==> config.mk <==
export PLATFORM = sky130hd
export DESIGN_NAME = fir_tdm_nmux_flat
export DESIGN_NICKNAME = d
export VERILOG_FILES = /design/src/rtl/fir_tdm_nmux_if.sv /design/src/rtl/fir_tdm_nmux.sv /design/src/flat_wrapper.sv
export SDC_FILE = /design/constraint.sdc
export NUM_CORES = 1
export LEC_CHECK = 0
export BUFFER_PORTS_ARGS = -buffer_cell sky130_fd_sc_hd__buf_2
export CORE_ASPECT_RATIO = 0.6
export CORE_MARGIN = 2
export CORE_UTILIZATION = 40
export DETAILED_ROUTE_END_ITERATION = 16
export MAX_ROUTING_LAYER = met4
export PLACE_DENSITY = 0.7
export SETUP_SLACK_MARGIN = 0.3
export SLEW_MARGIN = 25
export SYNTH_ARGS = -nofsm -noshare
export SYNTH_HDL_FRONTEND = slang
export SYNTH_SLANG_ARGS = --single-unit
export TNS_END_PERCENT = 5
==> constraint.sdc <==
create_clock -name clk -period 5 [get_ports clk]
set_clock_uncertainty 0.15 [all_clocks]
set_input_delay 0.5 -clock clk [delete_from_list [all_inputs] [get_ports clk]]
set_output_delay 0.5 -clock clk [all_outputs]
set_load 0.01 [all_outputs]
==> src/rtl/fir_tdm_nmux_if.sv <==
// Stream bundle for fir_tdm_nmux: a parallel multi-channel strobe in, one serialised word out.
// A word moves only on a clock edge where out_valid && out_ready; the producer holds the word
// stable until then. in_valid is a one-cycle strobe with no backpressure.
interface fir_tdm_nmux_if #(
  parameter int FILTERBITWIDTH = 20,
  parameter int NUM_CH         = 4,
  parameter int CH_BITS        = 2
);
  logic                             in_valid;
  logic [NUM_CH*FILTERBITWIDTH-1:0] in_data;
  logic                             out_ready;
  logic                             out_valid;
  logic [FILTERBITWIDTH-1:0]        out_data;
  logic [CH_BITS-1:0]               out_ch;
  logic                             out_first;
  logic                             out_last;

  modport master (
    input  in_valid, in_data, out_ready,
    output out_valid, out_data, out_ch, out_first, out_last
  );

  modport slave (
    output in_valid, in_data, out_ready,
    input  out_valid, out_data, out_ch, out_first, out_last
  );
endinterface

==> src/rtl/fir_tdm_nmux.sv <==
// N-channel capture and time-division serialiser for the FIR datapath, with a static
// single-channel registered selector mode. The FSM state is visible on busy.
module fir_tdm_nmux #(
  parameter int FILTERBITWIDTH = 20,
  parameter int NUM_CH         = 4,
  parameter int CH_BITS        = 2
) (
  input  logic               clk,
  input  logic               rst,
  input  logic               mode,
  input  logic [CH_BITS-1:0] static_sel,
  fir_tdm_nmux_if.master     bus,
  output logic               overrun,
  output logic               busy
);
  localparam int W = FILTERBITWIDTH;
  localparam logic [CH_BITS-1:0] LAST_IDX = CH_BITS'(NUM_CH - 1);

  typedef enum logic {IDLE, SEND} state_t;

  state_t                state_q, state_d;
  logic [NUM_CH*W-1:0]   frame_q, frame_d;
  logic [CH_BITS-1:0]    idx_q, idx_d;
  logic                  valid_q, valid_d;
  logic [W-1:0]          data_q, data_d;
  logic [CH_BITS-1:0]    ch_q, ch_d;
  logic                  first_q, first_d;
  logic                  last_q, last_d;
  logic                  ovr_q, ovr_d;

  logic [CH_BITS-1:0]    sel_ch;
  logic [CH_BITS-1:0]    nxt_idx;
  logic                  xfer;
  logic                  last_xfer;
  logic                  load;

  always_comb begin
    // Out-of-range static indices fall back to channel 0, as the original selector did.
    sel_ch    = ({1'b0, static_sel} < (CH_BITS+1)'(NUM_CH)) ? static_sel : '0;
    xfer      = valid_q && bus.out_ready;
    last_xfer = xfer && (idx_q == LAST_IDX);
    nxt_idx   = idx_q + 1'b1;
    load      = 1'b0;

    state_d = state_q;
    frame_d = frame_q;
    idx_d   = idx_q;
    valid_d = valid_q;
    data_d  = data_q;
    ch_d    = ch_q;
    first_d = first_q;
    last_d  = last_q;
    ovr_d   = 1'b0;

    unique case (state_q)
      IDLE: begin
        if (mode) begin
          valid_d = bus.in_valid;
          data_d  = bus.in_data[int'(sel_ch)*W +: W];
          ch_d    = sel_ch;
          first_d = 1'b1;
          last_d  = 1'b1;
        end else if (bus.in_valid) begin
          load = 1'b1;
        end else begin
          valid_d = 1'b0;
        end
      end
      SEND: begin
        if (last_xfer) begin
          // A strobe coinciding with the final transfer chains the next frame without a gap.
          if (bus.in_valid) begin
            load = 1'b1;
          end else begin
            state_d = IDLE;
            valid_d = 1'b0;
          end
        end else begin
          if (xfer) begin
            idx_d   = nxt_idx;
            data_d  = frame_q[int'(nxt_idx)*W +: W];
            ch_d    = nxt_idx;
            first_d = 1'b0;
            last_d  = (nxt_idx == LAST_IDX);
          end
          ovr_d = bus.in_valid;
        end
      end
      default: state_d = IDLE;
    endcase

    if (load) begin
      state_d = SEND;
      frame_d = bus.in_data;
      idx_d   = '0;
      valid_d = 1'b1;
      data_d  = bus.in_data[W-1:0];
      ch_d    = '0;
      first_d = 1'b1;
      last_d  = 1'b0;
    end
  end

  always_ff @(posedge clk) begin
    if (rst) begin
      state_q <= IDLE;
      frame_q <= '0;
      idx_q   <= '0;
      valid_q <= 1'b0;
      data_q  <= '0;
      ch_q    <= '0;
      first_q <= 1'b0;
      last_q  <= 1'b0;
      ovr_q   <= 1'b0;
    end else begin
      state_q <= state_d;
      frame_q <= frame_d;
      idx_q   <= idx_d;
      valid_q <= valid_d;
      data_q  <= data_d;
      ch_q    <= ch_d;
      first_q <= first_d;
      last_q  <= last_d;
      ovr_q   <= ovr_d;
    end
  end

  assign bus.out_valid = valid_q;
  assign bus.out_data  = data_q;
  assign bus.out_ch    = ch_q;
  assign bus.out_first = first_q;
  assign bus.out_last  = last_q;
  assign overrun       = ovr_q;
  assign busy          = (state_q == SEND);
endmodule

==> src/flat_wrapper.sv <==
// flat-port wrapper written by rule: the top's interface ports become plain ports
module fir_tdm_nmux_flat 
#(
  parameter int FILTERBITWIDTH = 20,
  parameter int NUM_CH         = 4,
  parameter int CH_BITS        = 2
)
  (clk, rst, mode, static_sel, overrun, busy, bus_in_valid, bus_in_data, bus_out_ready, bus_out_valid, bus_out_data, bus_out_ch, bus_out_first, bus_out_last);
  fir_tdm_nmux_if #(.FILTERBITWIDTH(FILTERBITWIDTH), .NUM_CH(NUM_CH), .CH_BITS(CH_BITS)) bus_i ();
  input  logic clk;
  input  logic rst;
  input  logic mode;
  input  logic [CH_BITS-1:0] static_sel;
  output logic overrun;
  output logic busy;
  input wire logic [$bits(bus_i.in_valid)-1:0] bus_in_valid;
  input wire logic [$bits(bus_i.in_data)-1:0] bus_in_data;
  input wire logic [$bits(bus_i.out_ready)-1:0] bus_out_ready;
  output wire logic [$bits(bus_i.out_valid)-1:0] bus_out_valid;
  output wire logic [$bits(bus_i.out_data)-1:0] bus_out_data;
  output wire logic [$bits(bus_i.out_ch)-1:0] bus_out_ch;
  output wire logic [$bits(bus_i.out_first)-1:0] bus_out_first;
  output wire logic [$bits(bus_i.out_last)-1:0] bus_out_last;
  assign bus_i.in_valid = bus_in_valid;
  assign bus_i.in_data = bus_in_data;
  assign bus_i.out_ready = bus_out_ready;
  assign bus_out_valid = bus_i.out_valid;
  assign bus_out_data = bus_i.out_data;
  assign bus_out_ch = bus_i.out_ch;
  assign bus_out_first = bus_i.out_first;
  assign bus_out_last = bus_i.out_last;
  fir_tdm_nmux #(.FILTERBITWIDTH(FILTERBITWIDTH), .NUM_CH(NUM_CH), .CH_BITS(CH_BITS)) u_core (.clk(clk), .rst(rst), .mode(mode), .static_sel(static_sel), .bus(bus_i), .overrun(overrun), .busy(busy));
endmodule
* Word-level counts from Yosys, hierarchy flattened *
Index checks and enable logic that the tools add are counted.

word-level totals
  register bits = 109
  logic and storage cells = 61
  input bits = 87
  output and inout bits = 27

operators by class
  muxes and demuxes = 29
  equal/unequal tests = 9
  reductions and logical operators = 7
  $add $sub $neg = 1
  bitwise operators = 2
  multipliers = 2
  shift operators = 2

operators with widths
  cell                                                    count
  variable part select 80 x 32 -> 20 bit                  2
  2-to-1 mux 20 bit                                       4
  case mux 20 bit (2 select lines)                        1
  2-to-1 mux 1 bit                                        16
  multiplier 2 x 3 -> 5 bit (second input constant)       2
  inequality test 3 bit (second input constant)           3
  AND reduction 3 bit                                     3
  case mux 1 bit (2 select lines)                         4
  2-to-1 mux 2 bit                                        3
  inequality test 2 bit (second input constant)           3
  == test 2 bit (second input constant)                   2
  case mux 2 bit (2 select lines)                         1
  inequality test 3 x 2 -> 1 bit (second input constant)  1
  OR reduction 3 bit                                      1
  adder 2 x 1 -> 2 bit (second input constant)            1
  logical AND 1 bit                                       2
  inverter 1 bit                                          2
  OR reduction 2 bit                                      1

* Depth between registers and ports, before layout *
  depth in word-level cells = 7
  gate-level depth with buffers = 8
  mapped depth without buffers = 6

* Worst setup path before layout *
No wires, ideal clock.

  path type = register to register
  start = reg u_core.idx_q[0]
  end = reg u_core.data_q[0], in the netlist u_core.bus.out_data[0]
  period minus slack after synthesis = 1979 ps
  path slack = 3021 ps
  arrival = 1707 ps
  library setup time = 122 ps
  stages on the path, launching flop included = 9
  path through = dfxtp_1 > inv_1 > ha_1 > buf_2 > buf_6 > mux2i_1 > o22ai_1 > o21a_1 > a221o_1

between the ends
  word-level cells in the longest chain between the ends = 7
  elaborated cells on any way between the ends = 15

ends and longest elaborated chain
  item                                    RTL line             RTL
  from (decl)                             fir_tdm_nmux.sv:23   logic [CH_BITS-1:0] idx_q, idx_d;
  from (signal assigned)                  fir_tdm_nmux.sv:118  idx_q <= idx_d;
  adder 2 x 1 -> 2 bit                    fir_tdm_nmux.sv:42   nxt_idx = idx_q + 1'b1;
  named net u_core.nxt_idx[0]             fir_tdm_nmux.sv:32   logic [CH_BITS-1:0] nxt_idx;
  multiplier 2 x 3 -> 5 bit               fir_tdm_nmux.sv:81   data_d = frame_q[int'(nxt_idx)*W +: W];
  variable part select 80 x 32 -> 20 bit  fir_tdm_nmux.sv:81
  2-to-1 mux 20 bit                       fir_tdm_nmux.sv:79   if (xfer) begin
  2-to-1 mux 20 bit                       fir_tdm_nmux.sv:70   if (last_xfer) begin
  case mux 20 bit (2 select lines)        fir_tdm_nmux.sv:55   unique case (state_q)
  2-to-1 mux 20 bit                       fir_tdm_nmux.sv:92   if (load) begin
  to (signal assigned)                    fir_tdm_nmux.sv:120  data_q <= data_d;
  to (decl)                               fir_tdm_nmux.sv:25   logic [W-1:0] data_q, data_d;

The timed path passes the listed nets, and every way through them passes these cells. The select of a mux whose other input is x is not followed.
A chain may end at the register's enable or synchronous reset.

* Worst setup path after layout *
  start = reg u_core.idx_q[0]
  end = reg u_core.data_q[1], in the netlist u_core.bus.out_data[1]

Same word-level chain as after synthesis.

==> flow_summary.html <==
<table>
<tr><th>Metric</th><th>Value</th></tr>
<tr><th colspan="2">Critical path</th></tr>
<tr><td>Crit path kind</td><td>reg -&gt; reg</td></tr>
<tr><td>Cell family with most CP delay</td><td>adder cells</td></tr>
<tr><td>Slowest stage cell on the critical path</td><td>ha_2</td></tr>
<tr><td>CP bufs+invs</td><td>2</td></tr>
<tr><td>Worst EP required</td><td>~5.1 ns</td></tr>
<tr><td>Critical path data arrival time</td><td>~2.9 ns</td></tr>
<tr><td>Crit Path Max Fanout</td><td>22</td></tr>
<tr><td>Critical-path cell list</td><td>inv_1 &gt; ha_2 &gt; buf_4 &gt; mux2i_1 &gt; o22ai_1 &gt; o21a_1 &gt; a221o_1</td></tr>
<tr><td>Endpoint kind of the worst setup timing path</td><td>flip-flop</td></tr>
<tr><td>Max stage delay on crit path</td><td>around 0.73 ns</td></tr>
<tr><td>Startpoint type of the worst setup path</td><td>flip-flop</td></tr>
<tr><th colspan="2">Clock tree</th></tr>
<tr><td>Clk buf depth</td><td>2</td></tr>
<tr><td>Clock sink count</td><td>109</td></tr>
<tr><td>Post-CTS Resized</td><td>0</td></tr>
<tr><td>TritonCTS clock tree</td><td>done</td></tr>
<tr><td>Number of buffers added to fix hold violations after cts</td><td>0</td></tr>
<tr><td>Clock Pin Slew Worst Setup and Hold Paths</td><td>roughly 0.07 ns</td></tr>
<tr><td>Library cell used as clock root buffer</td><td>clkbuf_16</td></tr>
<tr><td>Number of buffers created by CTS</td><td>9</td></tr>
<tr><td>Post-CTS Setup Bufs</td><td>0</td></tr>
<tr><td>Clock latency on the worst-skew pair</td><td>between 0.3 and 0.4 ns</td></tr>
<tr><td>Clock H-tree levels</td><td>3</td></tr>
<tr><th colspan="2">Global routing</th></tr>
<tr><td>Total global routing track utilization</td><td>between 20 and 25%</td></tr>
<tr><td>Pin count of the biggest net entering global routing</td><td>a little over 70</td></tr>
<tr><td>Global-route wire length before repair</td><td>approximately 24000 µm</td></tr>
<tr><td>Remaining global-route overflow</td><td>0</td></tr>
<tr><td>Number of global-route vias before repair</td><td>approximately 4800</td></tr>
<tr><td>Initial antenna violation count</td><td>0</td></tr>
<tr><th colspan="2">Cells and area</th></tr>
<tr><td>Final std cells w/o fill</td><td>~860</td></tr>
<tr><td>Number of antenna cells inserted</td><td>0</td></tr>
<tr><td>Net count of the finished layout</td><td>a little under 800</td></tr>
<tr><td>Layout overhead on the synthesized area</td><td>15.10%</td></tr>
<tr><td>Ratio of cells with drive above 1 in the final layout</td><td>a little over a fifth</td></tr>
<tr><th colspan="2">Power and ir drop</th></tr>
<tr><td>Switching share of power</td><td>27.68%</td></tr>
<tr><td>Peak VDD IR</td><td>approximately 0.00018 V</td></tr>
<tr><td>PnR Total Power</td><td>around 1900 µW</td></tr>
<tr><td>Switching component of the power</td><td>about 530 µW</td></tr>
<tr><td>Pwr/cell area</td><td>around 320 nW/µm²</td></tr>
<tr><td>Sequential power share</td><td>49.5%</td></tr>
<tr><td>Power share of the clock group</td><td>between 30% and 40%</td></tr>
<tr><td>Leakage power summed over all cells</td><td>about 0.0027 µW</td></tr>
<tr><td>Cell-internal power</td><td>1382 µW</td></tr>
<tr><td>Combinational share of power</td><td>15.0%</td></tr>
<tr><th colspan="2">Placement</th></tr>
<tr><td>Number of buffers inserted by port buffering</td><td>113</td></tr>
<tr><td>Post-Place Cells</td><td>between 800 and 900</td></tr>
<tr><td>Detailed placer's ending HPWL</td><td>10260 µm</td></tr>
<tr><td>Global placer's final weighted congestion</td><td>between 0.8 and 0.9</td></tr>
<tr><th colspan="2">Synthesis</th></tr>
<tr><td>Post-Synthesis Cell Area</td><td>between 5000 and 6000 µm²</td></tr>
<tr><td>Cell type with the largest total area after synthesis</td><td>dfxtp_1</td></tr>
<tr><td>Leading cell types by total area after synthesis</td><td>dfxtp_1 (42%), mux2i_1 (16%), nand2_1 (12%), a21oi_1 (8.1%), o22ai_1 (4.9%)</td></tr>
<tr><td>Net count after synthesis</td><td>698</td></tr>
<tr><td>Proportion of synthesized chip area in sequential cells</td><td>between 40% and 50%</td></tr>
<tr><td>Top flip-flop cell by instance count after synthesis</td><td>dfxtp_1</td></tr>
<tr><td>Number of storage elements in the synthesis netlist</td><td>~110</td></tr>
<tr><td>Cells after Synth</td><td>609</td></tr>
<tr><td>Count of yosys warnings during synthesis</td><td>0</td></tr>
<tr><td>Syn avg cell area</td><td>between 8 and 9 µm²</td></tr>
<tr><td>Area share of the largest cell type after synthesis</td><td>41.72%</td></tr>
<tr><td>Number of unique standard cell types used by synthesis</td><td>30</td></tr>
<tr><td>Fraction of synthesis flops using an asynchronous set or reset pin</td><td>0%</td></tr>
<tr><td>Number of enable flip-flop cells after synthesis</td><td>0</td></tr>
<tr><th colspan="2">STA</th></tr>
<tr><td>Fmax</td><td>around 350 MHz</td></tr>
<tr><td>Hold violation count in the final report</td><td>0</td></tr>
<tr><td>Setup repair after global routing missed its margin</td><td>no</td></tr>
<tr><td>Relative max-transition margin</td><td>34.55%</td></tr>
<tr><td>Transition time at the pin with the least slew margin</td><td>between 0.9 and 1 ns</td></tr>
<tr><td>Setup TNS Final</td><td>0 ns</td></tr>
<tr><td>Max Transition Viols Final</td><td>0</td></tr>
<tr><td>Portion of the clock cycle consumed by the worst path in the final layout</td><td>between 50% and 60%</td></tr>
<tr><td>Min cycle time layout</td><td>about 2.8 ns</td></tr>
<tr><td>Count of final setup violators</td><td>0</td></tr>
<tr><th colspan="2">Route</th></tr>
<tr><td>Total wire length after detailed routing</td><td>15500 µm</td></tr>
<tr><td>Number of DRC violations after detailed-routing iteration 0</td><td>approximately 330</td></tr>
<tr><td>Via count</td><td>between 4000 and 5000</td></tr>
<tr><td>Count of antenna-violating nets left after detailed routing</td><td>0</td></tr>
<tr><td>DRC violations left</td><td>0</td></tr>
<tr><td>DR pass1 iterations</td><td>8</td></tr>
<tr><td>Average vias per placed instance</td><td>between 5 and 6</td></tr>
<tr><td>Post-detailed-route wirelength per cell</td><td>~18 µm</td></tr>
<tr><th colspan="2">Die</th></tr>
<tr><td>Count of boundary I/O pins</td><td>around 110</td></tr>
<tr><td>Die area</td><td>14040 µm²</td></tr>
<tr><td>Floorplan die width</td><td>around 150 µm</td></tr>
<tr><td>Row count</td><td>32</td></tr>
<tr><td>Chip height</td><td>slightly above 90 µm</td></tr>
<tr><td>Std-Cell Core Area</td><td>about 13000 µm²</td></tr>
<tr><td>Initial core utilization</td><td>approximately two fifths</td></tr>
<tr><th colspan="2">Worst hold path</th></tr>
<tr><td>Path category of the worst min-delay check</td><td>in -&gt; reg</td></tr>
<tr><th colspan="2">Status</th></tr>
<tr><td>Status</td><td>finished clean</td></tr>
<tr><th colspan="2">Run</th></tr>
<tr><td>Number of violations of the max-capacitance limit</td><td>0</td></tr>
</table>
-- power groups by stage --
stage                     clock network (µW)  registers, µW  logic, µW
after global placement                     0            962        271
after detailed placement                   0            965        282
final                                    679            946        286
after global routing                     727            951        311
after floorplan                            0            966        177
after CTS                                693            945        283
-- cell type report --
| class | count | area, µm² |
|---|---|---|
| sequential | 109 | 2182 |
| inverter | 2 | 7.507 |
| fill | 1266 | 6793 |
| clock inverter | 6 | 38.79 |
| multi-input combinational | 445 | 2729 |
| clock buffer | 10 | 239.0 |
| tap | 170 | 212.7 |
| timing repair buffer | 119 | 610.6 |
-- cells by family (layout without fill, tap and decap cells) --
group / after synthesis / in the layout / synth area share, %
mux: 82 / 82 / 15.69
flops: 109 / 109 / 41.72
simple gates: 187 / 187 / 14.59
xor+xnor: 1 / 1 / 0.1675
buf+inv: 55 / 137 / 6.603
compound gates: 173 / 173 / 20.74
fa+ha+maj: 2 / 2 / 0.4784
-- Yosys cell counts (2+ instances only) --
cell      instances
buf_4             2
o21ai_0           2
nor2b_1           2
ha_1              2
buf_2            27
dfxtp_1         109
inv_1             2
nor3_1            6
nand2_1         166
o21a_1           20
a21oi_1          85
nand2b_1          4
and4_1            2
a221o_1          20
mux2i_1          82
o22ai_1          41
buf_6            13
clkbuf_1         10
nor2_1            3
-- final timing paths --
kind / depth (start not counted) / end / start / slack, ns
worst min register to register: 2 / u_core.frame_q[45] / u_core.frame_q[45] / 0.30
worst max register to register: 7 / u_core.bus.out_data[1] / u_core.idx_q[0] / 2.18
worst min-delay path: 3 / u_core.frame_q[33] / bus_in_data[33] / 0.24
worst max-delay path: 7 / u_core.bus.out_data[1] / u_core.idx_q[0] / 2.18
-- sequential cells by signal (all words and copies together) (netlist names) --
name / flops
u_core.frame_q: 80
u_core.bus.out_valid: 1
u_core.bus.out_first: 1
u_core.overrun: 1
u_core.bus.out_ch: 2
u_core.bus.out_last: 1
u_core.bus.out_data: 20
u_core.idx_q: 2
u_core.busy: 1
-- metal layers --
metal / routed length, µm / vias to the layer above / GRT usage (%) / part of all wire (%)
met3: 1512 / 23 / 5.271 / 9.8
met5: 0 / - / - / 0
met2: 7079 / 222 / 35.71 / 46
met4: 230 / 0 / 6.944 / 1.5
li1: - / 2305 / - / -
met1: 6673 / 2271 / 28.89 / 43
-- worst reg2reg max path: stages (launching register included) --
cell     delay [ns]
dfxtp_1        0.37
inv_1          0.09
ha_2           0.73
buf_4          0.49
mux2i_1        0.27
o22ai_1        0.12
o21a_1         0.23
a221o_1        0.25
-- cells in the final DEF (no fill, tap or decap), drive strengths merged --
master / instances
nor2b: 2
dfxtp: 109
nor2: 3
o22ai: 41
a221o: 20
nand2b: 4
ha: 2
xnor2: 1
and4: 2
nand3: 1
a31oi: 1
clkbuf: 10
nand4b: 1
mux2i: 82
o21ai: 3
or2: 1
clkinv: 4
or3: 1
inv: 2
nand2: 166
o21a: 21
o211a: 1
clkinvlp: 2
a21oi: 86
buf: 119
nor3: 6
-- through the flow --
step                worst slack [ns]  util (%)  cell area, µm²  hold slack [ns]
floorplan                      3.021         -            5230           0.2857
global placement               2.311     44.72            5729           0.2907
detailed placement             2.152     44.79            5739           0.2964
CTS                            2.144     46.96            6017           0.2352
global route                   2.025     46.98            6020           0.2437
finish                         2.181     46.98            6020           0.2438
Note: power is estimated with default switching activity, not from simulation.
